===== config.mk =====
export PLATFORM = sky130hd
export DESIGN_NAME = spatial_window_gen
export DESIGN_NICKNAME = d
export VERILOG_FILES = /design/src/rtl/spatial_window_gen_pkg.sv /design/src/rtl/spatial_window_gen_line_buffer.sv /design/src/rtl/spatial_window_gen.sv
export SDC_FILE = /design/constraint.sdc
export NUM_CORES = 1
export LEC_CHECK = 0
export ABC_AREA = 1
export CORE_MARGIN = 4
export CORE_UTILIZATION = 52
export CTS_CLUSTER_SIZE = 28
export DETAILED_ROUTE_END_ITERATION = 16
export DONT_BUFFER_PORTS = 1
export PLACE_DENSITY = 0.76
export SLEW_MARGIN = 40
export SYNTH_ARGS = -nofsm -noshare
export SYNTH_HDL_FRONTEND = slang
export SYNTH_HIERARCHICAL = 1
export SYNTH_SLANG_ARGS = --single-unit

===== constraint.sdc =====
create_clock -name clk -period 5.26 [get_ports clk]
set_clock_uncertainty 0.15 [all_clocks]
set_input_delay 1.052 -clock clk [delete_from_list [all_inputs] [get_ports clk]]
set_output_delay 1.052 -clock clk [all_outputs]
set_load 0.02 [all_outputs]

===== src/rtl/spatial_window_gen_pkg.sv =====
// Shared CNN datapath constants.
// Imported by the window generator, the conv MAC and fixed_mult.
package spatial_window_gen_pkg;
  localparam int CNN_DATA_WIDTH  = 16;
  localparam int CNN_FRAC_WIDTH  = 8;
  localparam int CNN_KERNEL_SIZE = 3;
  localparam int CNN_IMG_WIDTH   = 28;
  localparam int CNN_IMG_HEIGHT  = 28;
endpackage


===== src/rtl/spatial_window_gen_line_buffer.sv =====
// One image row of storage, indexed by column.
// Read returns the old word; the write lands at the clock edge.
module line_buffer #(
  parameter int DATA_WIDTH = 16,
  parameter int DEPTH      = 28,
  parameter int AW         = $clog2(DEPTH)
) (
  input  logic                         clk,
  input  logic                         i_wr_en,
  input  logic [AW-1:0]                i_addr,
  input  logic signed [DATA_WIDTH-1:0] i_wr_data,
  output logic signed [DATA_WIDTH-1:0] o_rd_data
);
  logic signed [DATA_WIDTH-1:0] r_mem [DEPTH];

  // Store the incoming word at its column on accept.
  always_ff @(posedge clk) begin
    if (i_wr_en) begin
      r_mem[i_addr] <= i_wr_data;
    end
  end

  assign o_rd_data = r_mem[i_addr];
endmodule


===== src/rtl/spatial_window_gen.sv =====
// Sliding KxK window generator over a raster pixel stream.
// Valid-only convolution windows, one per qualifying pixel.
module spatial_window_gen
  import spatial_window_gen_pkg::*;
#(
  parameter int DATA_WIDTH  = CNN_DATA_WIDTH,
  parameter int KERNEL_SIZE = CNN_KERNEL_SIZE,
  parameter int IMG_WIDTH   = CNN_IMG_WIDTH,
  parameter int IMG_HEIGHT  = CNN_IMG_HEIGHT
) (
  input  logic                         clk,
  input  logic                         rst,
  input  logic signed [DATA_WIDTH-1:0] pixel_in,
  input  logic                         in_valid,
  output logic                         in_ready,
  output logic signed [DATA_WIDTH-1:0] window [KERNEL_SIZE*KERNEL_SIZE],
  output logic                         out_valid,
  input  logic                         out_ready,
  output logic                         frame_done
);
  localparam int K  = KERNEL_SIZE;
  localparam int CW = $clog2(IMG_WIDTH);
  localparam int RW = $clog2(IMG_HEIGHT);

  logic [CW-1:0] r_col;
  logic [RW-1:0] r_row;
  logic          r_out_valid;
  logic          r_last;

  logic signed [DATA_WIDTH-1:0] r_win [K][K];

  logic w_accept;
  logic w_qual;
  logic w_col_end;
  logic w_row_end;

  logic signed [DATA_WIDTH-1:0] w_lb_in  [K-1];
  logic signed [DATA_WIDTH-1:0] w_lb_out [K-1];
  logic signed [DATA_WIDTH-1:0] w_new_col [K];

  assign in_ready  = !r_out_valid || out_ready;
  assign w_accept  = in_valid && in_ready;
  assign w_col_end = (r_col == CW'(IMG_WIDTH-1));
  assign w_row_end = (r_row == RW'(IMG_HEIGHT-1));
  assign w_qual    = (r_row >= RW'(K-1)) &&
                     (r_col >= CW'(K-1));

  // Line buffer 0 holds the newest stored row,
  // buffer K-2 the oldest; each feeds the next.
  for (genvar g = 0; g < K-1; g++) begin : g_lb
    if (g == 0) begin : g_head
      assign w_lb_in[g] = pixel_in;
    end else begin : g_link
      assign w_lb_in[g] = w_lb_out[g-1];
    end

    line_buffer #(
      .DATA_WIDTH (DATA_WIDTH),
      .DEPTH      (IMG_WIDTH),
      .AW         (CW)
    ) u_lb (
      .clk       (clk),
      .i_wr_en   (w_accept),
      .i_addr    (r_col),
      .i_wr_data (w_lb_in[g]),
      .o_rd_data (w_lb_out[g])
    );
  end

  // Column entering the window: oldest row on top,
  // the live pixel at the bottom.
  for (genvar i = 0; i < K; i++) begin : g_col
    if (i == K-1) begin : g_pix
      assign w_new_col[i] = pixel_in;
    end else begin : g_buf
      assign w_new_col[i] = w_lb_out[K-2-i];
    end
    for (genvar j = 0; j < K; j++) begin : g_out
      assign window[K*i+j] = r_win[i][j];
    end
  end

  // Raster position; wraps at row end and frame end.
  always_ff @(posedge clk) begin
    if (rst) begin
      r_col <= '0;
      r_row <= '0;
    end else if (w_accept) begin
      if (w_col_end) begin
        r_col <= '0;
        r_row <= w_row_end ? '0 : r_row + 1'b1;
      end else begin
        r_col <= r_col + 1'b1;
      end
    end
  end

  // Shift the window left one column per accepted pixel.
  always_ff @(posedge clk) begin
    if (rst) begin
      for (int i = 0; i < K; i++) begin
        for (int j = 0; j < K; j++) begin
          r_win[i][j] <= '0;
        end
      end
    end else if (w_accept) begin
      for (int i = 0; i < K; i++) begin
        for (int j = 0; j < K-1; j++) begin
          r_win[i][j] <= r_win[i][j+1];
        end
        r_win[i][K-1] <= w_new_col[i];
      end
    end
  end

  // Window valid flag; a new qualifying accept
  // in the handshake cycle keeps it high.
  always_ff @(posedge clk) begin
    if (rst) begin
      r_out_valid <= 1'b0;
      r_last      <= 1'b0;
    end else if (w_accept) begin
      r_out_valid <= w_qual;
      r_last      <= w_row_end && w_col_end;
    end else if (out_ready) begin
      r_out_valid <= 1'b0;
    end
  end

  assign out_valid  = r_out_valid;
  assign frame_done = r_out_valid && out_ready && r_last;
endmodule


==> impl_metrics.tcl <==
set metrics [dict create \
    outcome "finished clean" \
    drv_cap 0 \
    multi_input_area_mm2 0.0104 \
    slowest_stage "dfxtp_4" \
    path_clk_slew_ns 0.06 \
    worst_r2r_startpoint "r_col[0]" \
    critPathRequiredTime_ns 5.49 \
    cp_top_family "simple AND/OR/NAND/NOR gates" \
    synth_compound_area_frac 0.00121 \
    clk_latency_ns 0.66 \
    synth_fa_ha_area_frac 0.00115 \
    cp_max_fo 124 \
    rows 105 \
    cts_hold_buf 0 \
    syn-num-nets 4112 \
    portBuffers 0 \
    p_total_w 0.0178 \
    ys_seq_area_frac 0.724 \
    syn-instance-count 4088 \
    clock-root-buffer "clkbuf_16" \
    startpoint_type "register" \
    p_leak_nw 19.5 \
    maxSlewHeadroom 0.373 \
    post-route-period-util 0.714 \
    drive_gt1_frac 0.0668 \
    grt_pass1_vias 27100 \
    wl_per_cell_um 20.1 \
    drtIter0Drc 3661 \
    hold_end "r_row[2]" \
    grt_first_pass_wirelength_um 160000 \
    hold_viol 0 \
    muxShareOfSynthArea 0 \
    synth_top_family_by_area "simple AND/OR/NAND/NOR gates" \
    place_congestion 0.859 \
    layout_commonest_cell "nand2_1" \
    end_kind "register" \
    die_y_um 297 \
    path_cells "inv_8 -> buf_4 -> nand2_1 -> nand2_1 -> nand2_1 -> nand2_1 -> nand2_1 -> nand2_1 -> nor2_1 -> nand2_1 -> buf_4" \
    setup_tns_ns 0 \
    maxSlewViolCount 0 \
    fmax_mhz 266 \
    ant_nets 0 \
    reg2reg_slack_ns 1.50 \
    post-cts-setup-buffer-count 0 \
    r2r_end "g_lb[1].u_lb/r_mem[5][0]" \
    vias 28400 \
    drt-total-wl_um 106000 \
    fin_nets 4137 \
    n_fill_cell 6380 \
    synth_simple_gate_area_share 0.235 \
    cts.sinks 1052 \
    seq_area_mm2 0.0315 \
    viasPerCell 5.40 \
    syn-cell-area_mm2 0.0435 \
    peakVddDrop_uv 355 \
    p_per_area_mw_per_mm2 372 \
    setup_viol 0 \
    htree_levels 3 \
    tightest_slew_ns 0.940 \
    cts_resized 0 \
    synthXorXnorAreaFrac 0 \
    post-dp-hpwl_um 61500 \
    syn_avg_cell_area_um2 10.6 \
    numCtsBuffers 96 \
    whs_path_depth 1 \
    antenna_found_initial 0 \
    ys_ff_latch 1052 \
    grt_max_degree 130 \
    core-area_mm2 0.0825 \
    yosysWarnings 6 \
    die_w_um 297 \
    hp-class "in -> reg" \
    final_cell_mix "nand2_1 (2,238), edfxtp_1 (1,040), nor2_1 (344)" \
    r2r_cells 11 \
    crit_top_cell "nand2_1" \
    path_buf_inv 3 \
    area_delta_synth_final_pct 9.87 \
    drc 0 \
    hold_start "rst" \
    cp_data_arrival_time_ns 3.98 \
    ios 167 \
    cts_tree "done" \
    overflow 0 \
    start_util 0.527 \
    rsz0062_at_grt "no" \
    drt-pass1-iter-count 6 \
    ys_types 26 \
    max_stage_delay_ns 0.77 \
    finalCriticalPeriod_ns 3.76 \
    critPathKind "reg -> reg" \
    grt_use_total 0.234 \
    clockBufferDepth 3 \
    die_area_mm2 0.0883 \
]
-- registers in the layout (all words and copies together), names as in the netlist --
| signal | count |
|---|---|
| r_last | 1 |
| r_win | 144 |
| r_col | 5 |
| r_row | 5 |
| out_valid | 1 |
| g_lb.u_lb/r_mem | 896 |
-- metrics by stage --
step	setup slack, ns	util	instances	area (um^2)	hold slack, ns
global route	1.47	0.579	5260	47800	0.285
global placement	1.40	0.541	5079	44600	0.338
finish	1.50	0.579	5263	47800	0.305
CTS	1.65	0.579	5258	47700	0.283
floorplan	0.0649	-	4088	43500	0.303
detailed placement	1.67	0.542	5083	44700	0.348
-- per-layer routing --
metal / vias to the layer above / wire length (um) / GRT usage
li1: 13200 / - / -
met1: 13400 / 40000 / 0.316
met2: 1525 / 50100 / 0.377
met3: 279 / 10700 / 0.0380
met4: 0 / 4980 / 0.106
met5: - / 0 / 0
-- report_power, final --
| group | internal, W | total [W] | switching (W) |
|---|---|---|---|
| Clock | 0.00377 | 0.00673 | 0.00296 |
| Combinational | 0.000301 | 0.00133 | 0.00103 |
| Sequential | 0.00951 | 0.00971 | 0.000196 |
-- logic make-up after synthesis --
logic type | count (synthesis)
AOI/OAI and AO/OA | 9
DFF | 1052
buffers and inverters | 359
and+or+nand+nor | 2664
adders and majority gates | 4
-- cell usage after synthesis --
cell type	n	area [um^2]
nand3b_1	1	7.51
inv_2	13	48.8
buf_4	34	255
nand2_1	2250	8450
clkinv_1	2	7.51
inv_1	168	631
nand3_1	43	215
o22ai_1	1	6.26
ha_1	4	50.1
edfxtp_1	1040	31200
nor2_2	2	12.5
nor3_4	6	97.6
nand4_1	5	31.3
buf_2	112	561
o21ai_0	3	15.0
nor2_1	347	1300
a21boi_2	1	11.3
buf_1	6	22.5
nor2_4	2	22.5
dfxtp_1	12	240
clkbuf_1	11	41.3
nand2_2	1	6.26
nor3_2	6	60.1
a21oi_1	4	20.0
nor3_1	1	5.00
buf_6	13	146
-- worst max path at each step --
| stage | from | end | cells after the start |
|---|---|---|---|
| after detailed placement | out_ready | g_lb[0].u_lb/r_mem[21][10] | 5 |
| after floorplan | out_ready | r_win[0][0] | 4 |
| after global placement | r_col[0] | g_lb[1].u_lb/r_mem[13][7] | 11 |
| after CTS | r_col[0] | g_lb[1].u_lb/r_mem[7][0] | 11 |
| after global routing | r_col[0] | g_lb[1].u_lb/r_mem[5][0] | 11 |
| final | r_col[0] | g_lb[1].u_lb/r_mem[5][0] | 11 |
-- worst reg2reg max path, delay by kind of cell (launching register included) --
family | cells | cell delay [ns]
buffers and inverters | 3 | 1.33
DFF | 1 | 0.77
and+or+nand+nor | 8 | 1.23
-- area by class of cell --
class	count	area share
repair buffers	103	0.0182
clock inverters	55	0.00987
well taps	1070	0.0280
diodes	3	0.000157
inverters	183	0.0148
multi-input cells	2677	0.217
clock buffers	120	0.0530
flip-flops and latches	1052	0.659
Note: power is estimated with default switching activity, not from simulation.
